[config.mk]
export PLATFORM = sky130hd
export DESIGN_NAME = sync_filter_bank
export DESIGN_NICKNAME = d
export VERILOG_FILES = /design/src/rtl/sync_filter_pkg.sv /design/src/rtl/sync_filter_ch.sv /design/src/rtl/sync_filter_bank.sv
export SDC_FILE = /design/constraint.sdc
export NUM_CORES = 1
export LEC_CHECK = 0
export CAP_MARGIN = 25
export CORE_MARGIN = 2
export CORE_UTILIZATION = 48
export DETAILED_ROUTE_END_ITERATION = 16
export PLACE_DENSITY_LB_ADDON = 0.25
export SKIP_CTS_REPAIR_TIMING = 1
export SLEW_MARGIN = 20
export SYNTH_ARGS = -nofsm -noshare
export SYNTH_HDL_FRONTEND = slang
export SYNTH_SLANG_ARGS = --single-unit
[constraint.sdc]
create_clock -name clk -period 1.5 [get_ports clk]
set_input_delay 0.15 -clock clk [delete_from_list [all_inputs] [get_ports clk]]
set_output_delay 0.15 -clock clk [all_outputs]
set_load 0.02 [all_outputs]
[src/rtl/sync_filter_pkg.sv]
// Shared types and constants for the multi-channel input conditioner.
package sync_filter_pkg;

    typedef enum logic [1:0] {
        EDGE_NONE = 2'b00,
        EDGE_RISE = 2'b01,
        EDGE_FALL = 2'b10,
        EDGE_BOTH = 2'b11
    } edge_mode_t;

    localparam int SYNC_STAGES_MIN = 2;
    localparam int SYNC_STAGES_MAX = 4;

    // True when an accepted transition to new_lvl should be reported under mode.
    function automatic logic edge_qualifies(input edge_mode_t mode, input logic new_lvl);
        case (mode)
            EDGE_RISE: return new_lvl;
            EDGE_FALL: return !new_lvl;
            EDGE_BOTH: return 1'b1;
            default:   return 1'b0;
        endcase
    endfunction

endpackage

[src/rtl/sync_filter_ch.sv]
// One conditioner channel: sync chain, stability filter, edge detect, sticky event.
module sync_filter_ch
    import sync_filter_pkg::*;
#(
    parameter int   SYNC_STAGES = 2,
    parameter int   FILT_W      = 4,
    parameter logic RST_VAL     = 1'b0
) (
    input  logic              clk,
    input  logic              rst_n,
    input  logic              async_in,
    input  logic [FILT_W-1:0] filt_len,
    input  edge_mode_t        edge_mode,
    input  logic              evt_clr,
    output logic              level_out,
    output logic              edge_pulse,
    output logic              evt_sticky
);

    // Out-of-range depths are pulled into the supported window rather than
    // building a chain that is too short to be safe or needlessly long.
    localparam int STAGES = (SYNC_STAGES < SYNC_STAGES_MIN) ? SYNC_STAGES_MIN :
                            (SYNC_STAGES > SYNC_STAGES_MAX) ? SYNC_STAGES_MAX : SYNC_STAGES;

    (* ASYNC_REG = "TRUE" *) logic [STAGES-1:0] sync_q;

    logic              sync_s;
    logic [FILT_W-1:0] cnt_q;
    logic              level_q;
    logic              accept;
    logic              hit;

    assign sync_s = sync_q[STAGES-1];

    // >= lets a count already past a freshly lowered threshold complete at once.
    assign accept = (sync_s != level_q) && (cnt_q >= filt_len);
    assign hit    = accept && edge_qualifies(edge_mode, sync_s);

    // Synchroniser chain; reset loads the channel's idle level so release is quiet.
    always_ff @(posedge clk) begin
        if (!rst_n) sync_q <= {STAGES{RST_VAL}};
        else        sync_q <= {sync_q[STAGES-2:0], async_in};
    end

    // Stability filter: level follows sync_s after filt_len+1 consecutive differing cycles.
    always_ff @(posedge clk) begin
        if (!rst_n) begin
            level_q <= RST_VAL;
            cnt_q   <= '0;
        end else if (sync_s == level_q) begin
            cnt_q   <= '0;
        end else if (accept) begin
            level_q <= sync_s;
            cnt_q   <= '0;
        end else begin
            cnt_q   <= cnt_q + 1'b1;
        end
    end

    // Edge pulse and sticky capture; a new event beats a simultaneous clear.
    always_ff @(posedge clk) begin
        if (!rst_n) begin
            edge_pulse <= 1'b0;
            evt_sticky <= 1'b0;
        end else begin
            edge_pulse <= hit;
            evt_sticky <= hit | (evt_sticky & ~evt_clr);
        end
    end

    assign level_out = level_q;

endmodule

[src/rtl/sync_filter_bank.sv]
// NUM_CH independent input conditioners plus an any-event summary.
module sync_filter_bank
    import sync_filter_pkg::*;
#(
    parameter int                NUM_CH      = 8,
    parameter int                SYNC_STAGES = 2,
    parameter int                FILT_W      = 4,
    parameter logic [NUM_CH-1:0] RESET_VAL   = '0
) (
    input  logic                  clk,
    input  logic                  rst_n,
    input  logic [NUM_CH-1:0]     async_in,
    input  logic [FILT_W-1:0]     filt_len,
    input  logic [2*NUM_CH-1:0]   edge_mode,
    input  logic [NUM_CH-1:0]     evt_clr,
    output logic [NUM_CH-1:0]     level_out,
    output logic [NUM_CH-1:0]     edge_pulse,
    output logic [NUM_CH-1:0]     evt_sticky,
    output logic                  evt_any
);

    for (genvar i = 0; i < NUM_CH; i++) begin : g_ch
        sync_filter_ch #(
            .SYNC_STAGES (SYNC_STAGES),
            .FILT_W      (FILT_W),
            .RST_VAL     (RESET_VAL[i])
        ) u_ch (
            .clk        (clk),
            .rst_n      (rst_n),
            .async_in   (async_in[i]),
            .filt_len   (filt_len),
            .edge_mode  (edge_mode_t'(edge_mode[2*i +: 2])),
            .evt_clr    (evt_clr[i]),
            .level_out  (level_out[i]),
            .edge_pulse (edge_pulse[i]),
            .evt_sticky (evt_sticky[i])
        );
    end

    // Driven only by sticky flops, so glitch-free for the interrupt controller.
    assign evt_any = |evt_sticky;

endmodule

==> results of run 1 <==
==> worst max-delay path: cells and delay by family (launching register included) <==
kind	cells	cell delay, ps
compound gates	2	620
simple gates	2	250
flops	1	340
fa+ha+maj	1	220
buf+inv	1	50
==> Yosys cell counts, drive strengths merged <==
| cell | count |
|---|---|
| ha | 40 |
| nor2b | 16 |
| nand3 | 8 |
| and3 | 8 |
| a2111oi | 8 |
| nor4 | 2 |
| a22o | 8 |
| xnor2 | 8 |
| dfxtp | 72 |
| nand2 | 25 |
| clkbuf | 4 |
| buf | 27 |
| nor2 | 56 |
| inv | 19 |
| and2 | 16 |
| a31o | 8 |
| o221ai | 8 |
| xor2 | 8 |
| mux2i | 8 |
| o21a | 8 |
| nand2b | 8 |
==> logic make-up (layout without fill, tap and decap cells) <==
kind of cell	after synthesis	in the layout	share of synthesized area
AND/OR/NAND/NOR	139	139	0.1981
flip-flops	72	72	0.3874
buffers and inverters	50	115	0.07565
adder cells (fa/ha/maj)	40	40	0.1345
AO/OA/AOI/OAI	40	40	0.1453
XOR/XNOR	16	16	0.03766
multiplexers	8	8	0.02152
==> per-layer routing <==
layer / up-vias / part of all wire / wire, um / GRT usage
li1: 1334 / - / - / -
met1: 1194 / 0.47 / 3364 / 0.2244
met2: 54 / 0.46 / 3277 / 0.2837
met3: 12 / 0.043 / 309 / 0.04108
met4: 0 / 0.022 / 153 / 0.08582
met5: - / 0 / 0 / 0
==> metrics by stage <==
stage | utilization | worst slack, ps
floorplan | - | 14.46
global placement | 0.5740 | -536.3
detailed placement | 0.5740 | -545.8
CTS | 0.6074 | -344.6
global route | 0.6510 | -146.0
finish | 0.6510 | -78.21
==> sequential cells by signal, summed over array words and instances (netlist names) <==
signal                cells
g_ch.u_ch.sync_q         16
g_ch.u_ch.cnt_q          32
g_ch.u_ch.evt_sticky      8
g_ch.u_ch.edge_pulse      8
g_ch.u_ch.level_out       8
==> final cells by class <==
cell class              count  area share
clock inverters             5     0.02072
inverters                  19     0.01668
repair buffers             80      0.1698
multi-input cells         243      0.4434
clock buffers              11     0.03057
well taps                 102     0.02577
flip-flops and latches     72      0.2931
==> worst max-delay path by stage <==
stage | end | cells past startpoint | slack [ps] | from
floorplan | g_ch[0].u_ch.evt_sticky$_SDFF_PN0_ | 6 | 10 | g_ch[0].u_ch.cnt_q[0]$_SDFF_PP0_
global placement | g_ch[0].u_ch.evt_sticky$_SDFF_PN0_ | 6 | -540 | filt_len[1]
detailed placement | g_ch[3].u_ch.cnt_q[2]$_SDFF_PP0_ | 6 | -550 | filt_len[1]
CTS | evt_any | 3 | -340 | g_ch[1].u_ch.evt_sticky$_SDFF_PN0_
global route | g_ch[3].u_ch.evt_sticky$_SDFF_PN0_ | 6 | -150 | g_ch[3].u_ch.cnt_q[0]$_SDFF_PP0_
finish | g_ch[7].u_ch.evt_sticky$_SDFF_PN0_ | 6 | -80 | g_ch[7].u_ch.cnt_q[0]$_SDFF_PP0_
==> power by group through the flow <==
stage	Sequential, uW	Combinational, uW	Clock (uW)
after floorplan	2000	265	0
after global placement	2000	417	0
after detailed placement	2000	427	0
after CTS	1960	430	1950
after global routing	1960	530	2040
final	1960	481	1910
==> run_results.csv, run 1 <==
group,metric,value,unit
route,vias_per_cell,4.876,
floorplan,die_h,92.05,um
layout,final_cell_mix,"dfxtp_1 (64), nor2_1 (41), clkdlybuf4s50_1 (40), nand2_1 (25), ha_1 (21)",
synth,ys_ff_latch,72,
worst_setup_path,slowest_delay,400,ps
synth,ys_top_cells_by_area,"dfxtp_1 (39%), ha_1 (13%), a2111oi_4 (5.9%), buf_4 (4.8%), nor2_1 (4.8%)",
worst_setup_path,path_cells,"inv_2 > ha_4 > nand2b_4 > a2111oi_4 > nor2_2 > a31o_1",
floorplan,fp.coreArea,0.007607,mm^2
layout,finalNetCount,503,
worst_setup_path,critPathSlowestCell,"a2111oi_4",
timing,finalHoldViolCount,0,
timing,fin_worst_skew,8.856,ps
route,wl_per_cell,13.35,um
power_and_ir_drop,irDropWorstVdd,0.4173,mV
route,drt_iter0_markers,75,
power_and_ir_drop,clkPwrFrac,0.438,
worst_setup_path,worstPathMaxFanout,3,
grt,antenna_found_initial,0,
cts,cts_buffer_depth,2,
placement,finalWeightedCongestion,0.7756,
placement,portBuffers,62,
min_path,worstHoldStart,"rst_n",
timing,worst_slew_pin_slew,341.5,ps
synth,yosysTopAreaCell,"dfxtp_1",
min_path,hold-path-endpoint,"g_ch[3].u_ch.level_out$_SDFFE_PN0P_",
power_and_ir_drop,power.leakage,0.002258,uW
timing,fin_crit,1578,ps
placement,dpl-instance-area,0.004367,mm^2
synth,synthCells,365,
cts,numCtsBuffers,9,
timing,slew_viol_final,0,
floorplan,die-area,0.008472,mm^2
cts,htree_levels,3,
placement,dp_hpwl,5039,um
timing,rsz0062_at_grt,"true",
route,via_count,2594,
grt,grt_overflow,0,
layout,syn2layout_area_growth,33.09,%
synth,ys_seq_area_frac,0.3874,
layout,fillCellCount,602,
synth,syn_avg_cell_area,10.19,um^2
layout,multiInputGateArea,0.002196,mm^2
worst_setup_path,path_class,"flop to flop",
worst_setup_path,r2r-start,"g_ch[7].u_ch.cnt_q[0]$_SDFF_PP0_",
timing,max-slew-margin-rel,0.7723,
route,routed_wirelength,7104,um
timing,fmax,633.6,MHz
route,drc,0,
timing,tns,-452.3,ps
layout,antennaDiodeCount,0,
cts,cts_sinks,72,
cts,clkTransAtPathRegs,80,ps
route,drtAntennaViolNets,0,
run_status,violations,"setup timing",
grt,grt_max_degree,65,
worst_setup_path,rrSetupSlack,-80,ps
worst_setup_path,required,1740,ps
worst_setup_path,worstReg2RegEnd,"g_ch[7].u_ch.evt_sticky$_SDFF_PN0_",
power_and_ir_drop,power_frac_comb,0.111,
layout,final_area,0.004952,mm^2
worst_setup_path,cp-start-kind,"flop",
power_and_ir_drop,p_seq_frac,0.451,
floorplan,io_pins,63,
cts,clock_latency,340,ps
worst_setup_path,worstRegToRegCells,6,
synth,yosysWarnings,0,
floorplan,die_w,92.05,um
layout,final_common_cell,"dfxtp_1",
floorplan,rows,32,
run,drv_cap,0,
min_path,holdPathStages,4,
power_and_ir_drop,p_sw_frac,0.2146,
worst_setup_path,worstPathArrival,1820,ps
synth,syn-num-nets,443,
synth,yosys.area.top_type_share,0.3874,
grt,grt_pass1_vias,2533,
timing,setup_violations,19,
timing,fin_crit_sh,1.052,
min_path,min_path_type,"primary input to flop",
run_status,outcome,"finished with violations",
timing,holdWs,300.9,ps
power_and_ir_drop,intPower,3414,uW
layout,seqCellArea,0.001451,mm^2
grt,grt_first_pass_wirelength,11790,um
cts,cts_tree,"done",
power_and_ir_drop,power_density,877.6,mW/mm^2
power_and_ir_drop,p_sw,932.5,uW
layout,finalNonFillerCells,532,
floorplan,start_util,0.4891,
route,firstDrtPassIters,4,
power_and_ir_drop,power.total,4346,uW
cts,root_buffer,"clkbuf_8",
timing,worst_slack,-78.21,ps
synth,ys_types,23,
worst_setup_path,endpoint_kind,"flop",
placement,place_inst,510,
synth,syn_area,0.003721,mm^2
grt,track_usage,0.1771,
layout,drive_gt1_frac,0.2674,
(Power assumes the default switching activity.)
==> inputs of run 2 (changes only) <==
--- a/config.mk
+++ b/config.mk
@@ -8,6 +8,7 @@
 export CAP_MARGIN = 25
 export CORE_MARGIN = 2
 export CORE_UTILIZATION = 48
+export CTS_CLUSTER_SIZE = 20
 export DETAILED_ROUTE_END_ITERATION = 16
 export PLACE_DENSITY_LB_ADDON = 0.25
 export SKIP_CTS_REPAIR_TIMING = 1
==> results of run 2 <==
The final DEF is identical to that of run 1; final timing and power are the same.
==> inputs of run 3 (changes only) <==
--- a/config.mk
+++ b/config.mk
@@ -11,6 +11,7 @@
 export CTS_CLUSTER_SIZE = 20
 export DETAILED_ROUTE_END_ITERATION = 16
 export PLACE_DENSITY_LB_ADDON = 0.25
+export RECOVER_POWER = 25
 export SKIP_CTS_REPAIR_TIMING = 1
 export SLEW_MARGIN = 20
 export SYNTH_ARGS = -nofsm -noshare
==> run 3 against run 2 <==
  * The run still ends with setup timing left
  * Worst setup slack is the same
  * Cell count unchanged
  * Sequential power about the same
  * Design area unchanged
  * Worst hold slack barely moved
  * Clock power about the same
  * Utilization unchanged
  * Critical path depth stayed put
  * Sequential share of layout area is the same
  * Via count is the same
  * Clock skew is essentially flat
  * Critical path type unchanged
  * Highest routed layer unchanged
==> run_results.csv, run 3 (synthesis gave the netlist of run 1 again) <==
group,metric,value,unit
route,routed_wirelength,7104,um
grt,grtUsageMet3,0.04108,
route,via_count,2594,
route,firstDrtPassIters,4,
grt,antenna_found_initial,0,
worst_setup_path,cp-start-kind,"flop",
grt,track_usage,0.1771,
route,vias_per_cell,4.876,
cts,root_buffer,"clkbuf_8",
cts,cts_buffer_depth,2,
layout,finalNonFillerCells,532,
min_path,min_path_type,"primary input to flop",
layout,final_cell_mix,"dfxtp_1 (64), nor2_1 (41), clkdlybuf4s50_1 (37), nand2_1 (25), ha_1 (21)",
cts,clock_latency,340,ps
worst_setup_path,slowest_delay,400,ps
worst_setup_path,path_cells,"inv_2 > ha_4 > nand2b_4 > a2111oi_4 > nor2_2 > a31o_1",
layout,finalNetCount,503,
floorplan,io_pins,63,
worst_setup_path,critPathSlowestCell,"a2111oi_4",
timing,fin_crit,1578,ps
timing,fin_worst_skew,8.986,ps
layout,layout_top_registers,"g_ch.u_ch.cnt_q (32), g_ch.u_ch.sync_q (16)",
placement,portBuffers,62,
power_and_ir_drop,irDropWorstVdd,0.4173,mV
timing,max-slew-margin-rel,0.7723,
cts,htree_levels,3,
route,wl_per_cell,13.35,um
route,drtAntennaViolNets,0,
grt,grt_pass1_vias,2533,
placement,finalWeightedCongestion,0.7756,
cts,clkTransAtPathRegs,80,ps
floorplan,die-area,0.008472,mm^2
worst_setup_path,worstPathMaxFanout,3,
timing,holdWs,301.2,ps
timing,worst_slew_pin_slew,341.5,ps
placement,dp_hpwl,5039,um
cts,numCtsBuffers,9,
layout,syn2layout_area_growth,33.09,%
layout,fillCellCount,602,
layout,largest-register,"g_ch.u_ch.cnt_q",
layout,largest_reg_flops,32,
power_and_ir_drop,power_density,877.3,mW/mm^2
grt,use_met2,0.2837,
layout,post-route-util,0.6510,
floorplan,rows,32,
timing,finalHoldViolCount,0,
floorplan,die_h,92.05,um
run_status,outcome,"finished with violations",
run_status,violations,"setup timing",
timing,fin_crit_sh,1.052,
timing,fmax,633.6,MHz
layout,drive_gt1_frac,0.2674,
placement,place_inst,510,
grt,grt_max_degree,65,
layout,final_common_cell,"dfxtp_1",
timing,rsz0062_at_grt,"true",
worst_setup_path,worstPathArrival,1820,ps
timing,slew_viol_final,0,
timing,worst_slack,-78.21,ps
worst_setup_path,endpoint_kind,"flop",
cts,cts_tree,"done",
worst_setup_path,required,1740,ps
grt,top_usage_layer,"met2",
run,drv_cap,0,
grt,grt_overflow,0,
cts,cts_sinks,72,
grt,grtUsageMet1,0.2244,
floorplan,fp.coreArea,0.007607,mm^2
floorplan,die_w,92.05,um
power_and_ir_drop,power.leakage,0.002255,uW
floorplan,start_util,0.4891,
route,drc,0,
grt,grt_first_pass_wirelength,11790,um
layout,antennaDiodeCount,0,
route,drt_iter0_markers,75,
worst_setup_path,path_class,"flop to flop",
timing,setup_violations,19,
## run 3: cell count changes in the layout (fill, tap and decap cells not counted)
cell and delta:
and2_1 -5, clkdlybuf4s50_1 -3, and2_0 +5, dlygate4sd3_1 +3
## run 3: final timing paths
| check | slack [ps] | to | cells past startpoint | start |
|---|---|---|---|---|
| min | 300 | g_ch[3].u_ch.level_out$_SDFFE_PN0P_ | 4 | rst_n |
| max | -80 | g_ch[7].u_ch.evt_sticky$_SDFF_PN0_ | 6 | g_ch[7].u_ch.cnt_q[0]$_SDFF_PP0_ |
| max reg2reg | -80 | g_ch[7].u_ch.evt_sticky$_SDFF_PN0_ | 6 | g_ch[7].u_ch.cnt_q[0]$_SDFF_PP0_ |
| min reg2reg | 440 | g_ch[6].u_ch.sync_q[1]$_SDFF_PN0_ | 1 | g_ch[6].u_ch.sync_q[0]$_SDFF_PN0_ |
## run 3: power breakdown
part / switching [uW] / internal [uW] / leakage [uW]
sequential: 16.5 / 1940 / 0.000588
combinational: 203 / 276 / 0.00154
clock: 713 / 1190 / 0.000126
## run 3: area by class of cell
cell class | instances | area (um^2) | area share
multi-input cells | 243 | 2196 | 0.4434
flip-flops and latches | 72 | 1451 | 0.2931
repair buffers | 80 | 840.8 | 0.1698
clock buffers | 11 | 151.4 | 0.03057
well taps | 102 | 127.6 | 0.02577
clock inverters | 5 | 102.6 | 0.02072
inverters | 19 | 82.58 | 0.01668
## run 3: critical path, delay by kind of cell, from the launching register on
kind	cells	cell delay, ps
flip-flops	1	340
adder cells (fa/ha/maj)	1	220
AO/OA/AOI/OAI	2	620
buffers and inverters	1	50
AND/OR/NAND/NOR	2	250
## run 3: layer usage
layer,routed length [um],part of all wire
met5,0,0
met2,3275,0.46
met1,3365,0.47
met4,153,0.022
met3,309,0.043
## run 3: per-stage QoR
stage / worst slack, ps / instance area [um^2] / TNS, ps / power, uW
6_report: -78.21 / 4952 / -452.7 / 4344
2_1_floorplan: 14.46 / 3731 / 0 / 2266
3_3_place_gp: -536.3 / 4367 / -27890 / 2419
3_5_place_dp: -545.8 / 4367 / -28080 / 2429
5_1_grt: -146.0 / 4952 / -4101 / 4526
4_1_cts: -344.6 / 4621 / -8494 / 4338
==> RTL change, RTL diff (flow settings as in run 2) <==
`FILT_W` is set to 4 in 2 places; all go to 3.
--- a/src/rtl/sync_filter_ch.sv
+++ b/src/rtl/sync_filter_ch.sv
@@ -5,3 +5,3 @@
     parameter int   SYNC_STAGES = 2,
-    parameter int   FILT_W      = 4,
+    parameter int   FILT_W      = 3,
     parameter logic RST_VAL     = 1'b0
--- a/src/rtl/sync_filter_bank.sv
+++ b/src/rtl/sync_filter_bank.sv
@@ -6,3 +6,3 @@
     parameter int                SYNC_STAGES = 2,
-    parameter int                FILT_W      = 4,
+    parameter int                FILT_W      = 3,
     parameter logic [NUM_CH-1:0] RESET_VAL   = '0
Ports: changed (resized filt_len); port bits go from 63 to 62. The function was not compared with the original's and may differ.
==> RTL change against run 2 <==
- the flow still finishes with violations (negative setup slack)
- cell area is 19% lower
- routed wire length fell by 22%
- area after synthesis decreased by 21%
- worst setup slack better by 0.050 ns
- sequential cell count is 8 lower
- final cell count down 13%
- power shrank 18%
- critical path type is now flop to primary output
- die area is 21% lower
==> RTL change: results (changes against run 2) <==
** Status
- Run status :: finished, violations left
- The checks that failed: negative setup slack.

** Yosys
- The register area share after synthesis came to 43.8% (+5.1 points).
- Distinct cell type count of the synthesized netlist :: 21 (-8.7%)
- Yosys top cell area share :: 43.8% (+5.1 points)
- The average footprint of a synthesized cell is 9.31 um2 (-8.7%).

** GRT
- The pin count of the biggest net entering global routing came to 17 (-74%).
- First-pass GRT wire length :: 8530 um (-28%)
- The number of global-route vias before repair is 2049 (-19%).
- Overall global routing resource usage :: 17.0% (-0.73 points)

** STA
- Setup violations, final :: 1 (-18)
- Final-layout worst hold slack :: 0.381 ns (+0.0805 ns)
- Setup ws final :: -0.0286 ns (+0.0496 ns)
- Clock skew after layout :: 0.0119 ns (+0.00307 ns)

** Min path
- Hold Crit Endpoint :: g_ch[3].u_ch.sync_q[0]
- The number of cells traversed by the worst hold path came to 2 (-2).

** Setup path
- Signal arrival time at the worst endpoint :: 1.38 ns (-0.44 ns)
- In this run the critical register-to-register path is launched from g_ch[5].u_ch.cnt_q[0].
- The maximum fanout along the worst path was 2 (-1).
- The minimum setup slack among reg-to-reg paths is 0.07 ns (+0.15 ns).

** Placement
- Count of port buffers added during placement :: 61 (-1.6%)

** Route
- Total Wirelength :: 5530 um (-22%)
- The detail-routed net length per standard cell is 11.9 um (-11%).

** Final layout
- Filler cell count in the final layout :: 472 (-22%)

** Power and ir drop
- The peak supply drop was 590 uV (+41%).
[RTL change: cell types whose count changed in the layout (fill, tap and decap cells not counted), moves of 9 or more]
cell                      change
sky130_fd_sc_hd__buf_4        +9
sky130_fd_sc_hd__nor2_2      -11
sky130_fd_sc_hd__nor2b_1     -13
sky130_fd_sc_hd__ha_4         -9
sky130_fd_sc_hd__a21oi_1     +12
[RTL change: area by class of cell]
| type | count | share of cell area, % |
|---|---|---|
| flip-flops and latches | 64 | 32.1 |
| multi-input cells | 203 | 37.3 |
| repair buffers | 87 | 21.5 |
| well taps | 75 | 2.34 |
| clock inverters | 7 | 1.81 |
| clock buffers | 9 | 3.09 |
| inverters | 19 | 1.87 |
[RTL change: cells by family (layout without fill, tap and decap cells)]
logic type	count (synthesis)	after routing	share of synthesized area [%]
AND/OR/NAND/NOR	115	115	20.1
AO/OA/AOI/OAI	32	32	5.48
flip-flops	64	64	43.8
multiplexers	8	8	2.74
XOR/XNOR	16	16	4.79
adder cells (fa/ha/maj)	32	32	13.7
buffers and inverters	47	122	9.37
[RTL change: critical path: stages, from the launching register on]
cell and delay (ns):
sky130_fd_sc_hd__dfxtp_1 0.34, sky130_fd_sc_hd__nor4_4 0.33, sky130_fd_sc_hd__buf_4 0.16, sky130_fd_sc_hd__nand2_1 0.05, sky130_fd_sc_hd__clkbuf_2 0.16
[RTL change: worst max path at each step]
stage	end	startpoint	slack, ns	cells past startpoint
detailed placement	g_ch[5].u_ch.cnt_q[2]	filt_len[2]	-0.57	7
global route	evt_any	g_ch[5].u_ch.evt_sticky	-0.10	4
floorplan	g_ch[6].u_ch.cnt_q[2]	g_ch[6].u_ch.cnt_q[0]	0.09	6
global placement	g_ch[7].u_ch.cnt_q[2]	filt_len[2]	-0.47	7
CTS	evt_any	g_ch[5].u_ch.evt_sticky	-0.54	4
finish	evt_any	g_ch[5].u_ch.evt_sticky	-0.03	4
[RTL change: power groups by stage]
stage / Sequential (mW) / Combinational (mW) / Clock [mW]
5_1_grt: 1.76 / 0.398 / 1.55
2_1_floorplan: 1.79 / 0.158 / 0
3_5_place_dp: 1.80 / 0.325 / 0
4_1_cts: 1.76 / 0.328 / 1.47
6_report: 1.76 / 0.360 / 1.45
3_3_place_gp: 1.79 / 0.319 / 0
[RTL change: stage by stage]
step | utilization [%] | instance area, um2 | TNS [ns]
after floorplan | - | 2920 | 0
final | 68.2 | 4010 | -0.0286
after CTS | 64.5 | 3790 | -4.97
after global routing | 68.2 | 4010 | -0.133
after detailed placement | 61.1 | 3600 | -19.60
after global placement | 61.1 | 3600 | -18.25
[RTL change: routing by layer]
metal	track usage [%]	vias up	part of all wire, %	wire [um]
met5	0	-	0	0
met4	9.00	0	3.1	171
met3	4.95	14	5.5	302
met2	26.3	47	45	2500
met1	21.3	1004	46	2550
li1	-	1134	-	-
